## src/rtl/colour_toggle_ctrl_pkg.sv

```systemverilog
// Shared channel indices and defaults for the RGB channel-enable key controller.
// Key bit order matches the DE2 board wiring: KEY[0]=red, KEY[1]=green, KEY[2]=blue.
package colour_ctrl_pkg;

  localparam int CH_RED               = 0;
  localparam int CH_GREEN             = 1;
  localparam int CH_BLUE              = 2;
  localparam int NUM_CH               = 3;
  // 10 ms of stability at 50 MHz
  localparam int DEBOUNCE_CYCLES_DFLT = 500000;

  typedef logic [NUM_CH-1:0] ch_vec_t;

endpackage

```

## src/rtl/colour_toggle_ctrl_if.sv

```systemverilog
// Key inputs and channel-enable outputs of the colour toggle controller.
// master = board/stimulus side driving keys, slave = the controller.
interface colour_toggle_ctrl_if;

  logic [colour_ctrl_pkg::NUM_CH-1:0] iKEY_N;
  logic                               toggle_red;
  logic                               toggle_green;
  logic                               toggle_blue;
  logic [colour_ctrl_pkg::NUM_CH-1:0] oPRESS;

  modport master (
    output iKEY_N,
    input  toggle_red, toggle_green, toggle_blue, oPRESS
  );

  modport slave (
    input  iKEY_N,
    output toggle_red, toggle_green, toggle_blue, oPRESS
  );

endinterface

```

## src/rtl/colour_toggle_ctrl_key_debounce.sv

```systemverilog
// One key: 2-flop sync, stability counter, post-reset arm and rising-edge detect.
// Latency: stable rises DEBOUNCE_CYCLES+2 edges after the first low sample; oRISE follows it.
module key_debounce #(
  parameter int DEBOUNCE_CYCLES = colour_ctrl_pkg::DEBOUNCE_CYCLES_DFLT,
  parameter int CNT_W           = $clog2(DEBOUNCE_CYCLES + 1)
) (
  input  logic iCLK,
  input  logic iRST_N,
  input  logic iKEY_N,
  output logic oSTABLE,
  output logic oRISE
);

  localparam logic [CNT_W-1:0] TERM = CNT_W'(DEBOUNCE_CYCLES - 1);

  logic             sync1;
  logic             sync2;
  logic             stable;
  logic             stable_d;
  logic             arm;
  logic [1:0]       prime;
  logic [CNT_W-1:0] cnt;

  always_ff @(posedge iCLK) begin
    if (!iRST_N) begin
      sync1    <= 1'b0;
      sync2    <= 1'b0;
      stable   <= 1'b0;
      stable_d <= 1'b0;
      arm      <= 1'b0;
      prime    <= 2'b00;
      cnt      <= '0;
    end else begin
      sync1    <= ~iKEY_N;
      sync2    <= sync1;
      stable_d <= stable;
      prime    <= {prime[0], 1'b1};

      if (sync2 == stable) begin
        cnt <= '0;
      end else if (cnt == TERM) begin
        stable <= sync2;
        cnt    <= '0;
      end else begin
        cnt <= cnt + 1'b1;
      end

      // The sync flops come out of reset reading "released", so arming waits until
      // they carry real samples; a key held through reset thus needs a release first.
      if (!stable && !sync2 && prime[1])
        arm <= 1'b1;
    end
  end

  assign oSTABLE = stable;
  assign oRISE   = stable & ~stable_d & arm;

endmodule

```

## src/rtl/colour_toggle_ctrl.sv

```systemverilog
// Three debounced push-buttons flip the red/green/blue channel enables (reset: all on).
// Toggle and oPRESS update one edge after a debounced press is accepted; all outputs registered.
module colour_toggle_ctrl
  import colour_ctrl_pkg::*;
#(
  parameter int DEBOUNCE_CYCLES = DEBOUNCE_CYCLES_DFLT
) (
  input logic                 iCLK,
  input logic                 iRST_N,
  colour_toggle_ctrl_if.slave key_if
);

  localparam int CNT_W = $clog2(DEBOUNCE_CYCLES + 1);

  ch_vec_t stable;
  ch_vec_t rise;
  ch_vec_t toggle;
  ch_vec_t press;

  for (genvar i = 0; i < NUM_CH; i++) begin : g_ch
    key_debounce #(
      .DEBOUNCE_CYCLES (DEBOUNCE_CYCLES),
      .CNT_W           (CNT_W)
    ) u_debounce (
      .iCLK    (iCLK),
      .iRST_N  (iRST_N),
      .iKEY_N  (key_if.iKEY_N[i]),
      .oSTABLE (stable[i]),
      .oRISE   (rise[i])
    );
  end

  always_ff @(posedge iCLK) begin
    if (!iRST_N) begin
      toggle <= '1;
      press  <= '0;
    end else begin
      press  <= rise & stable;
      toggle <= toggle ^ (rise & stable);
    end
  end

  assign key_if.toggle_red   = toggle[CH_RED];
  assign key_if.toggle_green = toggle[CH_GREEN];
  assign key_if.toggle_blue  = toggle[CH_BLUE];
  assign key_if.oPRESS       = press;

endmodule

```

## src/flat_wrapper.sv

```systemverilog
// flat-port wrapper written by rule: the top's interface ports become plain ports
module colour_toggle_ctrl_flat import colour_ctrl_pkg::*;
#(
  parameter int DEBOUNCE_CYCLES = DEBOUNCE_CYCLES_DFLT
)
  (iCLK, iRST_N, key_if_iKEY_N, key_if_toggle_red, key_if_toggle_green, key_if_toggle_blue, key_if_oPRESS);
  colour_toggle_ctrl_if key_if_i ();
  input logic iCLK;
  input logic iRST_N;
  input wire logic [$bits(key_if_i.iKEY_N)-1:0] key_if_iKEY_N;
  output wire logic [$bits(key_if_i.toggle_red)-1:0] key_if_toggle_red;
  output wire logic [$bits(key_if_i.toggle_green)-1:0] key_if_toggle_green;
  output wire logic [$bits(key_if_i.toggle_blue)-1:0] key_if_toggle_blue;
  output wire logic [$bits(key_if_i.oPRESS)-1:0] key_if_oPRESS;
  assign key_if_i.iKEY_N = key_if_iKEY_N;
  assign key_if_toggle_red = key_if_i.toggle_red;
  assign key_if_toggle_green = key_if_i.toggle_green;
  assign key_if_toggle_blue = key_if_i.toggle_blue;
  assign key_if_oPRESS = key_if_i.oPRESS;
  colour_toggle_ctrl #(.DEBOUNCE_CYCLES(DEBOUNCE_CYCLES)) u_core (.iCLK(iCLK), .iRST_N(iRST_N), .key_if(key_if_i));
endmodule
```

## config.mk

```make
export PLATFORM = sky130hd
export DESIGN_NAME = colour_toggle_ctrl_flat
export DESIGN_NICKNAME = d
export VERILOG_FILES = /design/src/rtl/colour_toggle_ctrl_pkg.sv /design/src/rtl/colour_toggle_ctrl_if.sv /design/src/rtl/colour_toggle_ctrl_key_debounce.sv /design/src/rtl/colour_toggle_ctrl.sv /design/src/flat_wrapper.sv
export SDC_FILE = /design/constraint.sdc
export NUM_CORES = 1
export LEC_CHECK = 0
export BUFFER_PORTS_ARGS = -buffer_cell sky130_fd_sc_hd__buf_2
export CAP_MARGIN = 20
export CORE_MARGIN = 4
export CORE_UTILIZATION = 55
export DETAILED_ROUTE_END_ITERATION = 16
export GPL_TIMING_DRIVEN = 0
export PLACE_DENSITY = 0.81
export SYNTH_ARGS = -nofsm -noshare
export SYNTH_HDL_FRONTEND = slang
export SYNTH_SLANG_ARGS = --single-unit
```

## constraint.sdc

```tcl
create_clock -name iCLK -period 2.6 [get_ports iCLK]
set_input_delay 0.26 -clock iCLK [delete_from_list [all_inputs] [get_ports iCLK]]
set_output_delay 0.26 -clock iCLK [all_outputs]
set_load 0.01 [all_outputs]
```

# Word level (Yosys, flattened, before mapping)
# Index checks and enable logic that the tools add are counted.
# totals
register_bits,84
inputBits,5
out_inout_bits,6
elab_cells,74
# classes
add_sub_neg,3
eq_ne,6
muxes,3
bitwise_logic,18
reduce_logical,18
# op_table
op,count
"19-bit by 1-bit adder with 19-bit output, second input constant",3
"19-bit == test, second input constant",3
1-bit NOT,10
3-bit OR reduction,3
1-bit bitwise AND,6
1-bit logical AND,6
1-bit logical NOT,6
2-bit AND reduction,3
3-bit bitwise AND,1
1-bit == test,3
1-bit two-way mux,3
3-bit bitwise XOR,1

# Longest topological paths before layout
# Gate-level depths: netlist of run 1.
# logic_depth
word_depth,5
mapped_depth,7
ltp_nobuf,6

# Cells and area by module
# From an unflattened synthesis of run 1, not the netlist that was laid out.
# hier_totals
hier_cells,378
area_unflattened_um2,3468.3
# by_module_without_submodules
module,instances,cells_per_inst,area_per_inst_um2,seq_area_each_um2
key_debounce,3,120,1091.0,520.5
colour_toggle_ctrl,1,18,195.2,120.1

# Worst setup path before layout of run 1
# Ideal clock, no wire load.
# synth_path
kind,flip-flop to flip-flop
from,register u_core.g_ch[2].u_debounce.cnt[0]
to,register u_core.g_ch[2].u_debounce.cnt[18]
setup_ps,91
t_arrival_ps,1639
t_required_ps,2509
path_slack_ps,870
path_stages_with_launch,6
n_path_buf,0
synth_period_minus_slack_ps,1730
cell_sequence,dfxtp_1 -> ha_1 -> nand4_1 -> nor4_1 -> mux2i_1 -> nor4bb_1
# synth_between
elab_chain_cells,2
elab_cells_between_ends,3
cone_classes,add/sub: 1; eq/ne: 1; reduce/logical: 1
# synth_rtl
item,line_no,text
from (decl),colour_toggle_ctrl_key_debounce.sv:22,logic [CNT_W-1:0] cnt;
from (signal assigned),colour_toggle_ctrl_key_debounce.sv:45,cnt <= cnt + 1'b1;
"parallel branches: the longest is 2 deep, another holds 19-bit by 1-bit adder with 19-bit output",-,
# Parallel ways; which one is timed is not known.
# A chain may end at the register's enable or synchronous reset.

# Worst setup path after layout of run 1
# Same ends and word-level chain as after synthesis.

==> summary.md, run 1 <==
| Metric | Value |
|---|---|
| Post-route ant nets | 0 |
| H-tree levels | 3 |
| M1 WL | about 2800 um |
| Worst min-delay path category | in2reg |
| Layout cells sized above 1 | 0.0866 |
| Worst EP arrival | 2.30 ns |
| Clk buf depth | 2 |
| Synth Area in Compound Gates | 0.0309 |
| ANT cells | 0 |
| RePlAce Congestion | 0.873 |
| CTS clock-pin slew for the worst setup and hold paths | 0.09 ns |
| # fillers | 502 |
| DR DRC count | 0 |
| Mapped Avg Cell Area | 8.89 sq um |
| Syn Inst Count | roughly 380 |
| Largest family of logic cells by synthesized area | simple AND/OR/NAND/NOR gates |
| Filler-free cell count of the finished design | 479 |
| Synth Area in Adders | 0.0223 |
| CP bufs+invs | 0 |
| CTS Hold Bufs | 0 |
| Worst Setup SP | u_core.g_ch[2].u_debounce.cnt[0] |
| Tcrit/Tclk final | 0.791 |
| Total GRT Usage | 0.173 |
| Status | finished, final reports clean |
| I/O pin count | 11 |
| CP required | 2.85 ns |
| Delay-heaviest family, CP | simple AND/OR/NAND/NOR gates |
| Clock Sinks | 80 |
| Worst slew pin tran | 0.577 ns |
| Worst Hold End | u_core.g_ch[2].u_debounce.sync1 |
| WL per Instance | around 12 um |
| Die Area | ~7400 sq um |
| Remaining Overflow, GRT | 0 |
| CTS tree | done |
| CP Max Fanout | 10 |
| Num CTS Buffers | 9 |
| Met3 WL post-DR | 197 um |
| Leakage power | 1.11 nW |
| Initial DRC Count | 130 |
| Crit start category | flip-flop |
| Hold wc startpoint | key_if_iKEY_N[2] |
| Tmin final | 2.06 ns |
| Area of the core | 5920 sq um |
| Unique masters post-synth | 38 |
| Setup_tns | 0 ns |
| Synth warn | 0 |
| Slew Viols, Final | 0 |
| First-pass GRT wire length | 10400 um |
| Nets@finish | 410 |
| Post-CTS Setup Inserts | 0 |
| Worst-Skew Late Latency | between 0.3 and 0.4 ns |
| Max incr delay on CP | 0.45 ns |
| Reg2Reg Launch Point | u_core.g_ch[2].u_debounce.cnt[0] |
| Vias in the first global route | 2554 |
| Most common cell after layout, fill and taps aside | dfxtp_1 |
| Most frequent cells in the layout | 80 x dfxtp_1, 72 x nor2_1, 35 x xnor2_1, 24 x inv_1, 23 x nand3_1 |
| HPWL after DPL | 4210 um |
| Effective utilization at floorplan | 0.567 |
| CTS resizes | 0 |
| Port Buffer Count | 10 |
| Worst relative slew slack | 0.613 |
| Post-Place Cells | 463 |
| DP Area | approximately 3500 sq um |
| Fin area | 3700 sq um |
| Area delta synth->final | 10.2% |
| Slowest cell on crit path | nor4_1 |
| CP Cell Sequence | ha_1, nand4_1, nor4_1, mux2i_1, nor4bb_1 |
| Post-Syn Area | 3360 sq um |
| Crit end category | flip-flop |
| Routed wire length on met2 | 2770 um |
| XOR/XNOR share of the synthesized area | 0.120 |
| Die H | between 80 and 90 um |
| Final Hold Fails | 0 |
| Vias | 2573 |
| Pwr per Cell Area | 590 nW/um^2 |
| R2r setup slk | 0.54 ns |
| Largest net degree at the start of global routing | 16 |
| Post-synthesis sequential area ratio | 0.477 |
| Sequential Area | 1600 sq um |
| MaxCap Viol Count | 0 |
| Area of the multi-input gates | 1640 sq um |
| Via-to-Cell Ratio | between 5 and 6 |
| Syn_nets | between 300 and 400 |
| Post-synthesis mux area share | 0.0179 |
| Num rows | 28 |
| Worst R2R End | u_core.g_ch[2].u_debounce.cnt[18] |
| Pre-Repair DR Iteration Count | 4 |
| Synth Area in Simple Gates | 0.298 |
| Top Layer Used | met4 |
| WL final | 5830 um |
| F_max | 486 MHz |
| Antenna violations before repair | 0 |
| RSZ-0062 raised after global routing | false |
| IR drop worst, VDD | 0.358 mV |
| #FFs+latches synth | 80 |
| WHS Path Cells | 2 |
| Die width | 86.2 um |
| Clk root buf | clkbuf_8 |
| Clock Skews | 0.0116 ns |
| WS Path Type | reg2reg |
| Final-report setup violation count | 0 |
| Worst Reg-to-Reg Cells | 5 |
[synth_stat cells (all sizes together)]
| library cell | number | area, sq um |
|---|---|---|
| a211oi | 1 | 7.51 |
| a21oi | 9 | 45.0 |
| a31oi | 1 | 6.26 |
| and2 | 4 | 25.0 |
| and3 | 4 | 25.0 |
| and3b | 1 | 8.76 |
| and4 | 2 | 17.5 |
| and4bb | 1 | 12.5 |
| buf | 3 | 15.0 |
| clkbuf | 2 | 7.51 |
| clkinv | 1 | 3.75 |
| dfxtp | 80 | 1600 |
| ha | 6 | 75.1 |
| inv | 24 | 90.1 |
| mux2i | 6 | 60.1 |
| nand2 | 20 | 75.1 |
| nand3 | 24 | 125 |
| nand3b | 4 | 30.0 |
| nand4 | 14 | 103 |
| nand4bb | 1 | 11.3 |
| nor2 | 72 | 270 |
| nor3 | 13 | 65.1 |
| nor3b | 2 | 15.0 |
| nor4 | 18 | 119 |
| nor4b | 6 | 52.6 |
| nor4bb | 1 | 10.0 |
| o211ai | 1 | 12.5 |
| o21ai | 5 | 25.0 |
| o21bai | 1 | 7.51 |
| or3 | 3 | 18.8 |
| or4 | 2 | 16.3 |
| xnor2 | 35 | 307 |
| xor2 | 11 | 96.3 |
[final cells by class]
class / count / share of cell area
clock buffer: 9 / 0.0334
buffer: 5 / 0.00608
multi-input combinational: 268 / 0.443
timing repair buffer: 10 / 0.0135
tap: 75 / 0.0253
clock inverter: 7 / 0.0206
inverter: 25 / 0.0253
sequential: 80 / 0.432
[how the worst max path moves through the flow]
stage | end | slack [ns] | depth (start not counted)
floorplan | u_core.g_ch[2].u_debounce.cnt[18] | 0.87 | 5
global placement | u_core.g_ch[2].u_debounce.cnt[2] | 0.53 | 5
detailed placement | u_core.g_ch[2].u_debounce.cnt[3] | 0.52 | 5
CTS | u_core.g_ch[2].u_debounce.cnt[8] | 0.52 | 5
global route | u_core.g_ch[2].u_debounce.cnt[7] | 0.30 | 5
finish | u_core.g_ch[2].u_debounce.cnt[18] | 0.54 | 5
[through the flow]
step                      worst slack [ns]  hold slack (ns)  power, W  utilization
final                                0.544           0.0517   0.00218        0.626
after global routing                 0.300           0.0412   0.00227        0.626
after global placement               0.527            0.394   0.00130        0.592
after CTS                            0.518           0.0378   0.00221        0.626
after floorplan                      0.870            0.288   0.00129            -
after detailed placement             0.522            0.401   0.00130        0.592
[per-layer routing]
metal / vias to the layer above / track usage
li1: 1335 / -
met4: 0 / 0.0921
met1: 1191 / 0.204
met3: 9 / 0.0317
met5: - / 0
met2: 38 / 0.296
[where the power goes]
part / internal, W / switching, W
combinational: 0.0000112 / 0.0000200
sequential: 0.00123 / 0.00000564
clock: 0.000452 / 0.000461
total: 0.00170 / 0.000487
[registers in the layout, indices dropped and copies added (netlist names)]
| signal | count |
|---|---|
| u_core.key_if.oPRESS | 3 |
| u_core.toggle | 3 |
| u_core.g_ch.u_debounce.stable_d | 3 |
| u_core.g_ch.u_debounce.cnt | 57 |
| u_core.g_ch.u_debounce.sync2 | 3 |
| u_core.g_ch.u_debounce.prime | 2 |
| u_core.g_ch.u_debounce.sync1 | 3 |
| u_core.g_ch.u_debounce.arm | 3 |
| u_core.g_ch.u_debounce.oSTABLE | 3 |
[kinds of logic (layout without fill, tap and decap cells)]
logic type,count (synthesis),count (layout)
DFF,80,80
and+or+nand+nor,192,192
buffers and inverters,30,56
AOI/OAI and AO/OA,18,18
xor gates and xnor gates,46,46
muxes,6,6
adders and majority gates,6,6
No activity file was read; power rests on OpenSTA's default activity.
==> run 2, diff against run 1 <==
==> constraint.sdc (replaced) <==
create_clock -name iCLK -period 1.94 [get_ports iCLK]
set_input_delay 0.194 -clock iCLK [delete_from_list [all_inputs] [get_ports iCLK]]
set_output_delay 0.194 -clock iCLK [all_outputs]
set_load 0.01 [all_outputs]
==> run 2 against run 1 <==
  * Sequential cell count unchanged
  * Sequential power increased by 34%
  * Largest cell class unchanged
  * Clock power increased by 35%
==> summary.md, run 2 (same netlist as run 1, synthesis figures left out) <==
| Metric | Value |
|---|---|
| Status | finished, final reports clean |
| Nets@finish | 419 |
| Net Sw Frac | 0.225 |
| Clock power share | 0.418 |
| Max incr delay on CP | 0.48 ns |
| Total GRT Usage | 0.176 |
| Post-route ant nets | 0 |
| Largest net degree at the start of global routing | 16 |
| Die width | 86.2 um |
| Vias in the first global route | 2592 |
| Final Hold Fails | 0 |
| Fin area | 3820 sq um |
| Setup WS post-layout | 0.106 ns |
| Clock Skews | 0.0120 ns |
| Effective utilization at floorplan | 0.567 |
| Clk root buf | clkbuf_8 |
| Layout cells sized above 1 | 0.116 |
| Clock Sinks | 80 |
| Delay-heaviest family, CP | simple AND/OR/NAND/NOR gates |
| Pwr per Cell Area | 771 nW/um^2 |
| Worst-Skew Late Latency | 0.35 ns |
| Antenna violations before repair | 0 |
| Num rows | 28 |
| H-tree levels | 3 |
| Worst relative slew slack | 0.616 |
| NetSw | 0.000664 W |
| Most common cell after layout, fill and taps aside | dfxtp_1 |
| WL final | 6120 um |
| WL per Instance | 12.5 um |
| Area of the core | between 5000 and 6000 sq um |
| Cell-internal power | 0.00228 W |
| Most frequent cells in the layout | 79 x dfxtp_1, 72 x nor2_1, 35 x xnor2_1, 24 x inv_1, 23 x nand3_1 |
| CP bufs+invs | 0 |
| Die Area | 7420 sq um |
| Slowest cell on crit path | or4_1 |
| CTS clock-pin slew for the worst setup and hold paths | roughly 0.09 ns |
| Crit end category | flip-flop |
| Part of the power in registers | 0.564 |
| Vias | 2654 |
| Worst EP arrival | between 2 and 2.5 ns |
| Die H | 86.2 um |
| IR drop worst, VDD | 0.484 mV |
| ANT cells | 0 |
| Tmin final | around 1.8 ns |
| Clk buf depth | 2 |
| Remaining Overflow, GRT | 0 |
| First-pass GRT wire length | 10600 um |
| HPWL after DPL | roughly 4200 um |
| I/O pin count | 11 |
| Comb power frac | 0.018 |
| Tcrit/Tclk final | 0.945 |
| Initial DRC Count | 121 |
| Crit start category | flip-flop |
| CP Cell Sequence | ha_2, nand3_1, or4_1, or3_1, a21oi_1 |
| F_max | 545 MHz |
| Area delta synth->final | 13.8% |
| Pre-Repair DR Iteration Count | 4 |
| Worst min-delay path category | in2reg |
| CP Max Fanout | 5 |
| Slew Viols, Final | 0 |
| CP required | roughly 2.2 ns |
| DP Area | 3500 sq um |
| CTS tree | done |
| Final-report setup violation count | 0 |
| Leakage power | 1.16 nW |
| DR DRC count | 0 |
| Max reg flops | 57 |
| Worst slew pin tran | ~0.57 ns |
| Port Buffer Count | 10 |
| WS Path Type | reg2reg |
| RePlAce Congestion | 0.873 |
| Num CTS Buffers | 9 |
| Biggest register | u_core.g_ch.u_debounce.cnt |
| Via-to-Cell Ratio | 5.44 |
| Pre-CTS setup slack | -0.138 ns |
| MaxCap Viol Count | 0 |
==> run 2: worst reg2reg max path, cell delays in order (launching register included) <==
cell     delay [ns]
dfxtp_1        0.40
ha_2           0.26
nand3_1        0.18
or4_1          0.48
or3_1          0.32
a21oi_1        0.14
==> run 2: final cells by class <==
| class | count | area, sq um |
|---|---|---|
| Buffer | 5 | 26.3 |
| Clock buffer | 9 | 124 |
| Clock inverter | 7 | 76.3 |
| Fill cell | 471 | 2100 |
| Inverter | 25 | 93.8 |
| Multi-Input combinational cell | 268 | 1680 |
| Sequential cell | 80 | 1600 |
| Tap cell | 75 | 93.8 |
| Timing Repair Buffer | 19 | 125 |
==> run 2: repair_timing <==
item	in CTS	in global routing
hold endpoints to repair	3	0
setup endpoints to repair	25	36
resized for setup	3	7
pin swaps	1	1
buffers inserted	2	4
hold buffers	3	0
==> run 2: path summary, 6_finish.rpt <==
kind	start	end	slack (ns)	depth (start not counted)
setup / recovery	u_core.g_ch[1].u_debounce.cnt[0]	u_core.g_ch[1].u_debounce.cnt[18]	0.11	5
hold / removal	iRST_N	u_core.g_ch[2].u_debounce.prime[0]	0.05	1
setup reg to reg	u_core.g_ch[1].u_debounce.cnt[0]	u_core.g_ch[1].u_debounce.cnt[18]	0.11	5
hold reg to reg	u_core.g_ch[2].u_debounce.stable_d	u_core.key_if.oPRESS[2]	0.42	1
==> run 2: power by group through the flow <==
stage	Sequential, W	Combinational, W	Clock, W
after detailed placement	0.00170	0.0000424	0
after floorplan	0.00170	0.0000279	0
after global routing	0.00166	0.0000592	0.00133
after CTS	0.00166	0.0000486	0.00126
after global placement	0.00170	0.0000411	0
final	0.00166	0.0000518	0.00123
==> run 2: per-layer routing <==
metal  GRT usage  part of all wire
met1       0.206              0.47
met2       0.303              0.46
met3      0.0327             0.037
met4      0.0921             0.025
met5           0                 0
==> run 2: stage by stage <==
stage | cells | setup TNS, ns | power [W] | utilization | hold WS (ns)
after floorplan | 378 | 0 | 0.00173 | - | 0.222
after global placement | 463 | -1.30 | 0.00174 | 0.592 | 0.349
after CTS | 484 | 0 | 0.00297 | 0.635 | 0.0401
after global routing | 488 | -0.0000249 | 0.00305 | 0.646 | 0.0450
final | 488 | 0 | 0.00295 | 0.646 | 0.0518
after detailed placement | 463 | -1.62 | 0.00174 | 0.592 | 0.352
==> run 3, diff against run 2 <==
--- a/config.mk
+++ b/config.mk
@@ -7,11 +7,13 @@
 export LEC_CHECK = 0
 export BUFFER_PORTS_ARGS = -buffer_cell sky130_fd_sc_hd__buf_2
 export CAP_MARGIN = 20
+export CELL_PAD_IN_SITES_DETAIL_PLACEMENT = 1
+export CELL_PAD_IN_SITES_GLOBAL_PLACEMENT = 2
 export CORE_MARGIN = 4
-export CORE_UTILIZATION = 55
+export CORE_UTILIZATION = 38
 export DETAILED_ROUTE_END_ITERATION = 16
 export GPL_TIMING_DRIVEN = 0
-export PLACE_DENSITY = 0.81
+export PLACE_DENSITY = 0.86
 export SYNTH_ARGS = -nofsm -noshare
 export SYNTH_HDL_FRONTEND = slang
 export SYNTH_SLANG_ARGS = --single-unit
==> run 3 against run 2 <==
  * Fmax fell by 0.34%
  * Routed wire length rose by 16%
  * Sequential power barely moved
  * Via count rose by 0.45%
  * Utilization fell by 20 points
  * Die area rose by 40%
  * Critical endpoint is now u_core.g_ch[2].u_debounce.cnt[18]
  * Largest power group unchanged
==> summary.md, run 3 (same netlist as run 1, synthesis figures left out) <==
| Metric | Value |
|---|---|
| Clk root buf | clkbuf_8 |
| Crit start category | flip-flop |
| Status | finished, final reports clean |
| Worst slew pin tran | roughly 0.58 ns |
| Most common cell after layout, fill and taps aside | dfxtp_1 |
| Clock Skews | between 0.015 and 0.02 ns |
| Die H | roughly 100 um |
| MaxCap Viol Count | 0 |
| Tmin final | 1.84 ns |
| Via-to-Cell Ratio | just over 5 |
| IR drop worst, VDD | between 0.5 and 0.6 mV |
| Vias in the first global route | between 2k and 3k |
| Pre-Repair DR Iteration Count | 4 |
| Max incr delay on CP | 0.41 ns |
| CP required | 2.20 ns |
| Total GRT Usage | 0.149 |
| I/O pin count | 11 |
| Pwr per Cell Area | 746 nW/um^2 |
| Filler-free cell count of the finished design | 520 |
| Post-Place Cells | about 500 |
| Slowest cell on crit path | nor4_1 |
| Initial DRC Count | 48 |
| Setup_tns | 0 ns |
| Num rows | 34 |
| Pre-CTS setup slack | -0.262 ns |
| Area delta synth->final | 14.6% |
| Vias | 2666 |
| Slew Viols, Final | 0 |
| CP Cell Sequence | ha_1, nand4_1, nor4_1, mux2i_1, nor4bb_1 |
| RePlAce Congestion | 0.768 |
| Setup WS post-layout | 0.0999 ns |
| First-pass GRT wire length | 12400 um |
| Effective utilization at floorplan | 0.387 |
| CTS clock-pin slew for the worst setup and hold paths | around 0.1 ns |
| Worst min-delay path category | in2reg |
| Final-report setup violation count | 0 |
| Clk buf depth | 2 |
| Fin Hold WS | 0.0392 ns |
| Final Power | 0.00287 W |
| WL final | between 7000 and 8000 um |
| F_max | 543 MHz |
| Remaining Overflow, GRT | 0 |
| Biggest register | u_core.g_ch.u_debounce.cnt |
| Leakage power | 1.16 nW |
| ANT cells | 0 |
| Final Hold Fails | 0 |
| Post-route ant nets | 0 |
| CTS tree | done |
| H-tree levels | 3 |
| Worst Reg-to-Reg Cells | 5 |
| Nets@finish | approximately 420 |
| Tcrit/Tclk final | 0.948 |
| Layout cells sized above 1 | 0.119 |
| Clock Sinks | 80 |
| DR DRC count | 0 |
| Port Buffer Count | 10 |
| Area of the core | ~8700 sq um |
| Worst relative slew slack | 0.612 |
| Die Area | ~10000 sq um |
| WL per Instance | 13.7 um |
| Max reg flops | 57 |
| RSZ-0062 raised after global routing | true |
| Die width | 102 um |
| WS Path Type | reg2reg |
| Largest net degree at the start of global routing | 17 |
| Num CTS Buffers | 9 |
| Antenna violations before repair | 0 |
| Crit end category | flip-flop |
| HPWL after DPL | 4970 um |
| WHS Path Cells | 1 |
| Most frequent cells in the layout | 79 x dfxtp_1, 72 x nor2_1, 35 x xnor2_1, 24 x inv_1, 22 x nand3_1 |
| Worst-Skew Late Latency | 0.36 ns |
| CP Max Fanout | 4 |
| Worst EP arrival | 2.10 ns |
-- run 3: worst max-delay path: cells and delay by family (launching register included) --
kind,cells,cell delay (ns)
multiplexers,1,0.22
flip-flops,1,0.38
AND/OR/NAND/NOR,3,0.93
adder cells (fa/ha/maj),1,0.23
-- run 3: area by class of cell --
type | count | area [sq um]
fill | 1054 | 4830
inverter | 25 | 93.8
timing repair buffer | 18 | 118
buffer | 5 | 28.8
sequential | 80 | 1600
clock inverter | 7 | 62.6
tap | 108 | 135
clock buffer | 9 | 124
multi-input combinational | 268 | 1680
-- run 3: where the power goes --
group / internal [W] / switching (W)
combinational: 0.0000223 / 0.0000300
clock: 0.000489 / 0.000667
sequential: 0.00165 / 0.00000841
total: 0.00217 / 0.000706
-- run 3: path summary, 6_finish.rpt --
check / startpoint / end / slack (ns)
max: u_core.g_ch[2].u_debounce.cnt[0] / u_core.g_ch[2].u_debounce.cnt[18] / 0.1
max reg2reg: u_core.g_ch[2].u_debounce.cnt[0] / u_core.g_ch[2].u_debounce.cnt[18] / 0.1
min reg2reg: u_core.g_ch[2].u_debounce.stable_d / u_core.key_if.oPRESS[2] / 0.43
min: iRST_N / u_core.g_ch[2].u_debounce.prime[0] / 0.04
-- run 3: repair_timing --
action / CTS / global route
setup buffers: 2 / 3
setup endpoints to repair: 32 / 35
resized for setup: 5 / 8
pin swaps: 1 / 1
hold buffers: 3 / 0
hold endpoints to repair: 3 / 0
-- run 3: per-stage QoR --
stage	utilization	area [sq um]
after floorplan	-	3360
after global placement	0.408	3540
after detailed placement	0.408	3540
after CTS	0.437	3800
after global routing	0.443	3850
final	0.443	3850
-- run 3: per-layer routing --
metal | global-route usage | up-vias | part of all wire
li1 | - | 1357 | -
met1 | 0.181 | 1284 | 0.47
met2 | 0.255 | 20 | 0.50
met3 | 0.0512 | 5 | 0.030
met4 | 0.0363 | 0 | 0.0080
met5 | 0 | - | 0
